[src/rtl/quad_step_decoder.sv]
// Quadrature encoder front end: synchronises and filters A/B/Z, decodes Gray-code
// steps into registered enable/up_down pulses, flags illegal jumps and turns the index edge into a preset.
module quad_step_decoder #(
  parameter int          FILTER_LEN  = 4,
  parameter logic [3:0]  INDEX_VALUE = 4'b0000,
  parameter int          ERR_W       = 8
) (
  input  logic             clk,
  input  logic             rst_n,
  input  logic             a_in,
  input  logic             b_in,
  input  logic             z_in,
  input  logic             index_en,
  input  logic             err_clr,
  output logic             enable,
  output logic             up_down,
  output logic             set,
  output logic [3:0]       set_value,
  output logic             err,
  output logic [ERR_W-1:0] err_count
);

  localparam logic [3:0] FLEN = 4'(FILTER_LEN);

  logic [2:0] sync1_q, sync2_q;
  logic [1:0] warm_q;
  logic [1:0] sync_ab;
  logic       sync_z;

  logic [1:0] ab_filt_q, ab_filt_d, ab_cand_q, ab_cand_d;
  logic [3:0] ab_cnt_q, ab_cnt_d;
  logic       ab_base_q, ab_base_d, ab_acc;

  logic       z_filt_q, z_filt_d, z_cand_q, z_cand_d;
  logic [3:0] z_cnt_q, z_cnt_d;
  logic       z_base_q, z_base_d, z_acc;

  logic ev_up_q, ev_up_d, ev_dn_q, ev_dn_d, ev_ill_q, ev_ill_d, ev_idx_q, ev_idx_d;

  logic             enable_q, up_down_q, set_q, err_q;
  logic [ERR_W-1:0] err_cnt_q, err_cnt_d;

  function automatic logic [1:0] next_up(input logic [1:0] s);
    case (s)
      2'b00:   next_up = 2'b10;
      2'b10:   next_up = 2'b11;
      2'b11:   next_up = 2'b01;
      default: next_up = 2'b00;
    endcase
  endfunction

  assign sync_ab = sync2_q[2:1];
  assign sync_z  = sync2_q[0];

  // Until the baseline is valid every synced value is treated as "new", so the
  // first stable value after reset is accepted silently; warm_q keeps the reset
  // contents of the synchroniser from being mistaken for that baseline.
  always_comb begin
    ab_cand_d = ab_cand_q;
    ab_cnt_d  = ab_cnt_q;
    ab_filt_d = ab_filt_q;
    ab_base_d = ab_base_q;
    ab_acc    = 1'b0;
    if (!warm_q[1] || (ab_base_q && sync_ab == ab_filt_q)) begin
      ab_cnt_d = 4'd0;
    end else if (sync_ab == ab_cand_q) begin
      if (ab_cnt_q == FLEN) begin
        ab_acc    = 1'b1;
        ab_filt_d = ab_cand_q;
        ab_cnt_d  = 4'd0;
        ab_base_d = 1'b1;
      end else begin
        ab_cnt_d = ab_cnt_q + 4'd1;
      end
    end else begin
      ab_cand_d = sync_ab;
      ab_cnt_d  = 4'd1;
    end
  end

  always_comb begin
    z_cand_d = z_cand_q;
    z_cnt_d  = z_cnt_q;
    z_filt_d = z_filt_q;
    z_base_d = z_base_q;
    z_acc    = 1'b0;
    if (!warm_q[1] || (z_base_q && sync_z == z_filt_q)) begin
      z_cnt_d = 4'd0;
    end else if (sync_z == z_cand_q) begin
      if (z_cnt_q == FLEN) begin
        z_acc    = 1'b1;
        z_filt_d = z_cand_q;
        z_cnt_d  = 4'd0;
        z_base_d = 1'b1;
      end else begin
        z_cnt_d = z_cnt_q + 4'd1;
      end
    end else begin
      z_cand_d = sync_z;
      z_cnt_d  = 4'd1;
    end
  end

  // Decode compares the outgoing filtered value with the one being accepted.
  always_comb begin
    ev_up_d  = ab_acc && ab_base_q && (ab_cand_q == next_up(ab_filt_q));
    ev_dn_d  = ab_acc && ab_base_q && (ab_filt_q == next_up(ab_cand_q));
    ev_ill_d = ab_acc && ab_base_q && ((ab_filt_q ^ ab_cand_q) == 2'b11);
    ev_idx_d = z_acc && z_base_q && index_en && z_cand_q && !z_filt_q;
  end

  always_comb begin
    err_cnt_d = err_cnt_q;
    if (err_clr) begin
      err_cnt_d = '0;
    end else if (ev_ill_q && err_cnt_q != {ERR_W{1'b1}}) begin
      err_cnt_d = err_cnt_q + ERR_W'(1);
    end
  end

  always_ff @(posedge clk or negedge rst_n) begin
    if (!rst_n) begin
      sync1_q   <= '0;
      sync2_q   <= '0;
      warm_q    <= '0;
      ab_filt_q <= '0;
      ab_cand_q <= '0;
      ab_cnt_q  <= '0;
      ab_base_q <= 1'b0;
      z_filt_q  <= 1'b0;
      z_cand_q  <= 1'b0;
      z_cnt_q   <= '0;
      z_base_q  <= 1'b0;
      ev_up_q   <= 1'b0;
      ev_dn_q   <= 1'b0;
      ev_ill_q  <= 1'b0;
      ev_idx_q  <= 1'b0;
      enable_q  <= 1'b0;
      up_down_q <= 1'b0;
      set_q     <= 1'b0;
      err_q     <= 1'b0;
      err_cnt_q <= '0;
    end else begin
      sync1_q   <= {a_in, b_in, z_in};
      sync2_q   <= sync1_q;
      warm_q    <= {warm_q[0], 1'b1};
      ab_filt_q <= ab_filt_d;
      ab_cand_q <= ab_cand_d;
      ab_cnt_q  <= ab_cnt_d;
      ab_base_q <= ab_base_d;
      z_filt_q  <= z_filt_d;
      z_cand_q  <= z_cand_d;
      z_cnt_q   <= z_cnt_d;
      z_base_q  <= z_base_d;
      ev_up_q   <= ev_up_d;
      ev_dn_q   <= ev_dn_d;
      ev_ill_q  <= ev_ill_d;
      ev_idx_q  <= ev_idx_d;
      // A preset in the same cycle wins over the step; direction still tracks it.
      enable_q  <= (ev_up_q || ev_dn_q) && !ev_idx_q;
      if (ev_up_q || ev_dn_q) up_down_q <= ev_up_q;
      set_q     <= ev_idx_q;
      err_q     <= ev_ill_q;
      err_cnt_q <= err_cnt_d;
    end
  end

  assign enable    = enable_q;
  assign up_down   = up_down_q;
  assign set       = set_q;
  assign set_value = INDEX_VALUE;
  assign err       = err_q;
  assign err_count = err_cnt_q;

endmodule

[config.mk]
export PLATFORM = sky130hd
export DESIGN_NAME = quad_step_decoder
export DESIGN_NICKNAME = d
export VERILOG_FILES = /design/src/rtl/quad_step_decoder.sv
export SDC_FILE = /design/constraint.sdc
export NUM_CORES = 1
export LEC_CHECK = 0
export ABC_AREA = 1
export BUFFER_PORTS_ARGS = -buffer_cell sky130_fd_sc_hd__clkbuf_2
export CAP_MARGIN = 20
export CORE_UTILIZATION = 57
export DETAILED_ROUTE_END_ITERATION = 8
export GPL_TIMING_DRIVEN = 0
export PLACE_DENSITY = 0.79
export SYNTH_ARGS = -nofsm -noshare
export SYNTH_HDL_FRONTEND = slang
export SYNTH_SLANG_ARGS = --single-unit
export TNS_END_PERCENT = 1
[constraint.sdc]
create_clock -name clk -period 1.9 [get_ports clk]
set_clock_uncertainty 0.1 [all_clocks]
set_input_delay 0.19 -clock clk [delete_from_list [all_inputs] [get_ports clk]]
set_output_delay 0.19 -clock clk [all_outputs]
set_load 0.02 [all_outputs]
# Yosys cells after proc, flatten, opt, wreduce, memory -nomap -nowiden
# Index checks and enable logic that the tools add are counted.
[word_totals]
ram_bits = 0
inputBits = 7
memories = 0
latch_bits = 0
regBits = 40
wordCells = 83
mem_bits_ro = 0
output_inout_bits = 16
[classes]
n_eq_ne = 14
bitwise = 5
mul = 0
shift = 0
reduce_logical = 25
mux = 16
addsub = 3
div = 0
magnitude_cmp = 0
[ops]
columns = ["op", "n"]
rows = [
  ["$mux 4", 6],
  ["$mux 8", 2],
  ["$logic_and 1x1->1", 12],
  ["$pmux 2 s3", 2],
  ["$eq 2x2->1 const B", 5],
  ["$add 4x1->4 const B", 2],
  ["$add 8x1->8 const B", 1],
  ["$eq 2x2->1", 4],
  ["$eq 4x3->1 const B", 2],
  ["$ne 8x8->1 const B", 1],
  ["$mux 1", 6],
  ["$reduce_and 3->1", 2],
  ["$logic_not 2->1", 2],
  ["$not 1->1", 4],
  ["$reduce_and 2->1", 2],
  ["$logic_not 1->1", 3],
  ["$logic_or 1x1->1", 3],
  ["$eq 1x1->1", 2],
  ["$reduce_bool 2->1", 1],
  ["$xor 2x2->2", 1],
]

# Logic depth before layout (Yosys ltp)
# Gate-level depths: netlist of run 1.
[logic_depth]
word_depth = 8
mapped_depth = 9
depth_no_buf = 8

# Worst setup path after synthesis of run 1
# Ideal clock, no wire load.
[synth_timing]
path_kind = "register to register"
start = "register err_cnt_q[0], in the netlist err_count[0]"
end = "register err_cnt_q[2], in the netlist err_count[2]"
setup_time_ps = 77
t_required_ps = 1723
n_path_buf = 0
arrival_ps = 1309
setup_slack_ps = 414
path_stages_with_launch = 7
synth_period_minus_slack_ps = 1486
path_cell_list = "dfrtp_1 -> ha_1 -> nand2_1 -> nor2_2 -> a21oi_1 -> nand2_1 -> a21oi_1"
[synth_between]
elab_chain_cells = 3
word_cells_on_any_way = 6
classes_between = "add/sub (1); eq/ne (1); mux (2); reduce/logical (2)"
[synth_rtl]
columns = ["item", "line_no", "source"]
rows = [
  ["start, declared", "41", "logic [ERR_W-1:0] err_cnt_q, err_cnt_d;"],
  ["start signal, assigned", "164", "err_cnt_q <= err_cnt_d;"],
  ["$add 8x1->8 / $ne 8x8->1 (equally long branches)", "117, 116", ""],
  ["$mux 8 / $logic_and 1x1->1 (equally long branches)", "116", "end else if (ev_ill_q && err_cnt_q != {ERR_W{1'b1}}) begin"],
  ["$mux 8 / $reduce_bool 2->1 (equally long branches)", "-", ""],
]
# Several ways; a longest one is shown, not always the timed one. The select of a mux whose other input is x is not followed.
# A chain may end at the register's enable or synchronous reset.

# Worst setup path in the final report of run 1
# Same ends and word-level chain as after synthesis.

==> flow_metrics.py, run 1 <==
metrics = {
    "route": {
        "vias_per_cell": 4.724,
        "num_vias": 1351,
        "route.antenna.remaining_nets": 0,
        "drtIter0Drc": 64,
        "drt-pass1-iter-count": 4,
        "remaining_drc_errors": 0,
        "wl_per_cell_um": 9.734,
        "routed_wl_mm": 2.784,
    },
    "timing": {
        "tightestPinTransition_ns": 0.9155,
        "max_freq_mhz": 624.8,
        "layout_setup_ws_ns": 0.2994,
        "setup_viol": 0,
        "maxSlewViolCount": 0,
        "tns_ns": 0,
        "rsz0062_at_grt": "false",
        "min_period_ns": 1.601,
        "max-slew-margin-rel_pct": 38.97,
        "min_period_over_period_pct": 84.24,
        "hold_viol": 0,
    },
    "synthesis": {
        "synthArstFlopShare_pct": 100.0,
        "netlist.area_leader.share_pct": 53.62,
        "synthTopCellsByArea": "dfrtp_1 (54%), nand2_1 (8.6%), nor2_1 (5.0%)",
        "seq_area_frac_synth_pct": 53.62,
        "synth_edf_count": 0,
        "synth_fa_ha_area_share_pct": 3.351,
        "syn_area_per_cell_um2": 9.018,
        "synth_cell_types": 27,
        "synth_top_family_by_area": "simple AND/OR/NAND/NOR gates",
        "postSynthCellCount": 207,
        "synth.largest_area_cell": "dfrtp_1",
        "ys_ff_latch": 40,
        "synth_compound_area_share_pct": 5.898,
        "yosys.area_share.xor_xnor_pct": 2.815,
        "synth-simple-area-share_pct": 26.47,
        "synth_ff_type": "dfrtp_1",
        "synth_warnings": 0,
        "synth_mux_area_share_pct": 0,
        "synth_area_mm2": 0.001867,
    },
    "cts": {
        "cts_tree": "built",
        "post_cts_resized": 0,
        "clk_path_buf_depth": 2,
        "cts_inserted_buffers": 5,
        "post_cts.repair.setup_buffers": 0,
        "cts.reportedPaths.clkPinSlew_ns": 0.12,
        "clkLatencyLatePin_ns": 0.35,
        "postCtsHoldBufs": 6,
        "cts_max_level": 2,
        "cts_sinks": 40,
        "cts_root_buf": "clkbuf_4",
    },
    "final_layout": {
        "final_nets": 253,
        "fill_cells": 244,
        "final_area_mm2": 0.002160,
        "antenna_cells": 0,
        "area_delta_synth_final_pct": 15.68,
        "drive_gt1_share_pct": 21.49,
        "final_cell_mix": "nand2_1 (43), dfrtp_1 (40), nor2_1 (25)",
        "final_common_cell": "nand2_1",
    },
    "grt": {
        "overflow": 0,
        "track_usage_pct": 19.06,
        "antenna_found_initial": 0,
        "grt_pass1_wl_mm": 4.892,
        "grt_pass1_vias": 1226,
        "grt_max_degree": 41,
    },
    "placed_design": {
        "gp_congestion": 0.8346,
        "placed_area_mm2": 0.002023,
        "pre_cts_slack_ns": 0.3289,
        "dpl.hpwl_mm": 2.041,
        "io_buffer_count": 18,
    },
    "power": {
        "p_int_mw": 1.217,
        "p_clk_share_pct": 33.9,
        "power.leakage_nw": 1.095,
        "p_sw_mw": 0.3866,
        "ir_drop_mv": 0.3898,
        "pwr-share-seq_pct": 56.5,
        "power_density_mw_per_mm2": 742.7,
        "switching_share_pct": 24.11,
        "p_comb_share_pct": 9.5,
    },
    "job": {
        "cap_viol_max_count": 0,
    },
    "worst_setup_path": {
        "cp.required_ns": 2.09,
        "critPathKind": "register to register",
        "worstPathArrival_ns": 1.79,
        "critPathCaptureType": "register",
        "start_kind": "register",
        "r2r_slack_ns": 0.30,
        "crit_fanout": 4,
    },
    "floorplan": {
        "die_w_um": 59.23,
        "start_util_pct": 60.65,
        "dieArea_mm2": 0.003508,
        "coreArea_mm2": 0.003078,
        "pin_count": 23,
        "std_cell_rows": 20,
        "die-height_um": 59.23,
    },
    "hold_path": {
        "hold_path_class": "register to register",
    },
    "run_status": {
        "outcome": "complete, no violations",
    },
}
-- logic make-up after synthesis --
kind of cell / after synthesis
fa+ha+maj: 5
compound gates: 20
xor+xnor: 6
buf+inv: 31
flops: 40
other cells: 2
simple gates: 103
-- synthesized netlist by cell type, types with 2 or more instances --
cell	n
nor2_4	3
nand2_2	5
conb_1	2
xor2_1	3
or2_2	2
a21oi_1	8
nor2_1	25
inv_2	3
dfrtp_1	40
o21ai_0	7
o21ai_2	2
nor2_2	2
o21ai_1	2
xnor2_1	3
nand3_2	4
nand4_1	3
ha_1	5
buf_4	4
nand3_1	12
inv_1	23
nand2_1	43
-- registers in the layout, summed over array words and instances (netlist names) --
register,count
ab_base_q,1
ab_cand_q,2
ab_cnt_q,4
ab_filt_q,2
enable,1
err,1
err_count,8
ev_dn_q,1
ev_idx_q,1
ev_ill_q,1
ev_up_q,1
set,1
sync1_q,3
sync2_q,3
up_down,1
warm_q,2
z_base_q,1
z_cand_q,1
z_cnt_q,4
z_filt_q,1
-- metal layers --
| layer | GRT usage, % | vias up | share of wire, % |
|---|---|---|---|
| li1 | - | 702 | - |
| met1 | 21.97 | 621 | 46 |
| met2 | 32.10 | 21 | 48 |
| met3 | 4.803 | 7 | 3.9 |
| met4 | 10.88 | 0 | 2.0 |
| met5 | 0 | - | 0 |
-- worst max-delay path, stage by stage, from the launching register on --
cell	delay [ns]
dfrtp_1	0.43
ha_1	0.22
nand2_1	0.15
nor2_2	0.06
a21oi_1	0.33
nand2_1	0.09
a21oi_1	0.15
-- power groups by stage --
stage / Clock (mW) / Sequential [mW] / Combinational, mW
2_1_floorplan: 0 / 0.921 / 0.104
6_report: 0.544 / 0.907 / 0.153
5_1_grt: 0.600 / 0.911 / 0.179
4_1_cts: 0.559 / 0.907 / 0.156
3_5_place_dp: 0 / 0.924 / 0.145
3_3_place_gp: 0 / 0.923 / 0.142
-- final cells by class --
class	count	area, um^2	area share (%)
flip-flops and latches	40	1001	46.35
multi-input cells	139	738.2	34.18
repair buffers	24	150.1	6.952
inverters	26	97.59	4.519
well taps	44	55.05	2.549
clock buffers	6	41.29	1.912
plain buffers	5	41.29	1.912
clock inverters	2	35.03	1.622
-- stage by stage --
stage	hold WS, ns	power, mW	util [%]	instances
floorplan	-0.2056	1.025	-	210
global placement	0.1981	1.065	65.73	272
detailed placement	0.2004	1.070	65.73	272
CTS	0.2636	1.621	70.16	286
global route	0.2733	1.690	70.16	286
finish	0.2593	1.604	70.16	286
-- worst paths after layout --
| kind | start | end | depth (start not counted) |
|---|---|---|---|
| worst min register to register | sync1_q[0]$_DFF_PN0_ | sync2_q[0]$_DFF_PN0_ | 0 |
| worst min-delay path | sync1_q[0]$_DFF_PN0_ | sync2_q[0]$_DFF_PN0_ | 0 |
| worst max register to register | err_count[0]$_DFFE_PN0P_ | err_count[2]$_DFFE_PN0P_ | 6 |
| worst max-delay path | err_count[0]$_DFFE_PN0P_ | err_count[2]$_DFFE_PN0P_ | 6 |
| max in group asynchronous | rst_n | ab_cnt_q[3]$_DFF_PN0_ | 2 |
| min in group asynchronous | rst_n | err_count[0]$_DFFE_PN0P_ | 2 |
Power figures use the tool's default switching activity.
==> run 2: changes to the inputs <==
- CORE_UTILIZATION: 57 -> 51
- PLACE_DENSITY: 0.79 -> 0.74
- clock period: 1.9 -> 1.4 ns (I/O delays scaled with it)
==> flow_metrics.py, run 2 (synthesized netlist as in run 1, its figures left out) <==
metrics = {
    "cts": {
        "clk_path_buf_depth": 2,
        "cts_max_level": 2,
        "cts_inserted_buffers": 5,
        "cts.reportedPaths.clkPinSlew_ns": 0.11,
        "cts_sinks": 40,
        "cts_root_buf": "clkbuf_4",
        "clkLatencyLatePin_ns": 0.34,
        "cts_tree": "built",
    },
    "floorplan": {
        "coreArea_mm2": 0.003416,
        "die-height_um": 62.50,
        "dieArea_mm2": 0.003906,
        "pin_count": 23,
        "die_w_um": 62.50,
        "start_util_pct": 54.65,
        "std_cell_rows": 21,
    },
    "power": {
        "ir_drop_mv": 0.6733,
        "power_density_mw_per_mm2": 966.9,
        "switching_share_pct": 23.88,
        "p_comb_share_pct": 10.1,
        "power.leakage_nw": 1.125,
        "p_clk_share_pct": 33.3,
        "pwr-share-seq_pct": 56.6,
        "p_sw_mw": 0.5205,
        "p_int_mw": 1.660,
    },
    "worst_setup_path": {
        "crit_buf_inv": 1,
        "slowest_delay_ns": 0.42,
        "rr_worst_depth": 7,
        "endpoint": "ab_filt_q[0]$_DFFE_PN0P_",
        "regToRegStartpoint": "ab_cnt_q[0]$_DFF_PN0_",
        "crit_path_top_delay_cell": "dfrtp_1",
        "worstPathArrival_ns": 1.55,
        "r2r_slack_ns": -0.009,
        "start_kind": "register",
        "cp.depth": 7,
        "rr_endpoint": "ab_filt_q[0]$_DFFE_PN0P_",
        "cp_top_family": "simple AND/OR/NAND/NOR gates",
        "crit_path_start": "ab_cnt_q[0]$_DFF_PN0_",
        "critPathCaptureType": "register",
        "crit_chain": "inv_2, ha_1, nand3b_1, nor2_4, nand2_2, nand2_2, nand2_2",
        "cp.required_ns": 1.54,
        "crit_fanout": 4,
        "critPathKind": "register to register",
        "crit_top_cell": "nand2_2",
    },
    "run_status": {
        "violations": "negative setup slack",
        "outcome": "finished, violations left",
    },
    "grt": {
        "antenna_found_initial": 0,
        "grt_pass1_wl_mm": 5.416,
        "grt_max_degree": 41,
        "grt_pass1_vias": 1340,
        "overflow": 0,
        "track_usage_pct": 17.78,
    },
    "placed_design": {
        "io_buffer_count": 18,
        "dpl.cell_count": 274,
        "pre_cts_slack_ns": -0.02578,
        "placed_area_mm2": 0.002034,
        "dpl.hpwl_mm": 2.037,
        "gp_congestion": 0.8235,
    },
    "job": {
        "cap_viol_max_count": 0,
    },
    "timing": {
        "tns_ns": -0.01708,
        "layout_setup_ws_ns": -0.009019,
        "setup_viol": 2,
        "tightestPinTransition_ns": 0.8308,
        "maxSlewViolCount": 0,
        "min_period_over_period_pct": 100.6,
        "hold_viol": 0,
        "max_freq_mhz": 709.7,
        "max-slew-margin-rel_pct": 44.61,
        "rsz0062_at_grt": "true",
        "min_period_ns": 1.409,
    },
    "final_layout": {
        "drive_gt1_share_pct": 28.86,
        "instances_no_fill": 292,
        "largest_reg_flops": 8,
        "final_common_cell": "nand2_1",
        "final_area_mm2": 0.002255,
        "final_nets": 257,
        "fin_util_pct": 66.01,
        "antenna_cells": 0,
        "fill_cells": 297,
        "final_cell_mix": "nand2_1 (39), dfrtp_1 (37), nor2_1 (24)",
        "area_delta_synth_final_pct": 20.78,
    },
    "route": {
        "num_vias": 1408,
        "drt-pass1-iter-count": 4,
        "drtIter0Drc": 68,
        "vias_per_cell": 4.822,
        "remaining_drc_errors": 0,
        "wl_per_cell_um": 10.15,
        "routed_wl_mm": 2.965,
        "route.antenna.remaining_nets": 0,
    },
    "hold_path": {
        "hold_path_class": "register to register",
    },
}
## run 2: cell types whose count changed in the layout (fill, tap and decap cells not counted), sizes merged
cell / before / now
buf: 5 / 10
clkbuf: 24 / 23
## run 2: power by group through the flow
stage,registers [mW],clock network (mW),logic [mW]
final,1.23,0.726,0.220
after detailed placement,1.26,0,0.198
after CTS,1.23,0.758,0.211
after global routing,1.24,0.796,0.258
after floorplan,1.25,0,0.141
after global placement,1.25,0,0.193
## run 2: worst min-delay path by stage
stage	from	end	cells past startpoint	slack (ns)
3_3_place_gp	a_in	sync1_q[2]$_DFF_PN0_	1	0.15
5_1_grt	sync1_q[0]$_DFF_PN0_	sync2_q[0]$_DFF_PN0_	0	0.27
6_report	sync1_q[0]$_DFF_PN0_	sync2_q[0]$_DFF_PN0_	0	0.26
3_5_place_dp	z_in	sync1_q[0]$_DFF_PN0_	1	0.15
2_1_floorplan	rst_n	ab_base_q$_DFFE_PN0P_	0	-0.26
4_1_cts	warm_q[0]$_DFF_PN0_	warm_q[1]$_DFF_PN0_	0	0.26
## run 2: final cells by class
| type | count | area (um^2) | share of cell area [%] |
|---|---|---|---|
| plain buffers | 5 | 41.29 | 1.831 |
| inverters | 26 | 97.59 | 4.329 |
| clock inverters | 2 | 35.03 | 1.554 |
| well taps | 46 | 57.56 | 2.553 |
| repair buffers | 28 | 180.2 | 7.991 |
| clock buffers | 6 | 41.29 | 1.831 |
| flip-flops and latches | 40 | 1005 | 44.56 |
| multi-input cells | 139 | 797.0 | 35.35 |
## run 2: timing repair
item | in CTS | in global routing
gates resized for setup | 0 | 16
buffers inserted | 2 | 2
setup endpoints to repair | 7 | 21
hold buffers | 6 | 0
pin swaps | 3 | 4
hold endpoints to repair | 46 | 0
## run 2: stage by stage
| stage | hold WS (ns) | total power [mW] |
|---|---|---|
| after floorplan | -0.2556 | 1.391 |
| after CTS | 0.2609 | 2.203 |
| after global routing | 0.2691 | 2.294 |
| final | 0.2573 | 2.180 |
| after detailed placement | 0.1500 | 1.453 |
| after global placement | 0.1479 | 1.447 |
## run 2: routing by layer
metal / up-vias / GRT usage [%] / part of all wire [%]
li1: 711 / - / -
met3: 5 / 6.022 / 4.0
met1: 668 / 20.46 / 45
met2: 24 / 30.16 / 50
met5: - / 0 / 0
met4: 0 / 7.267 / 1.6
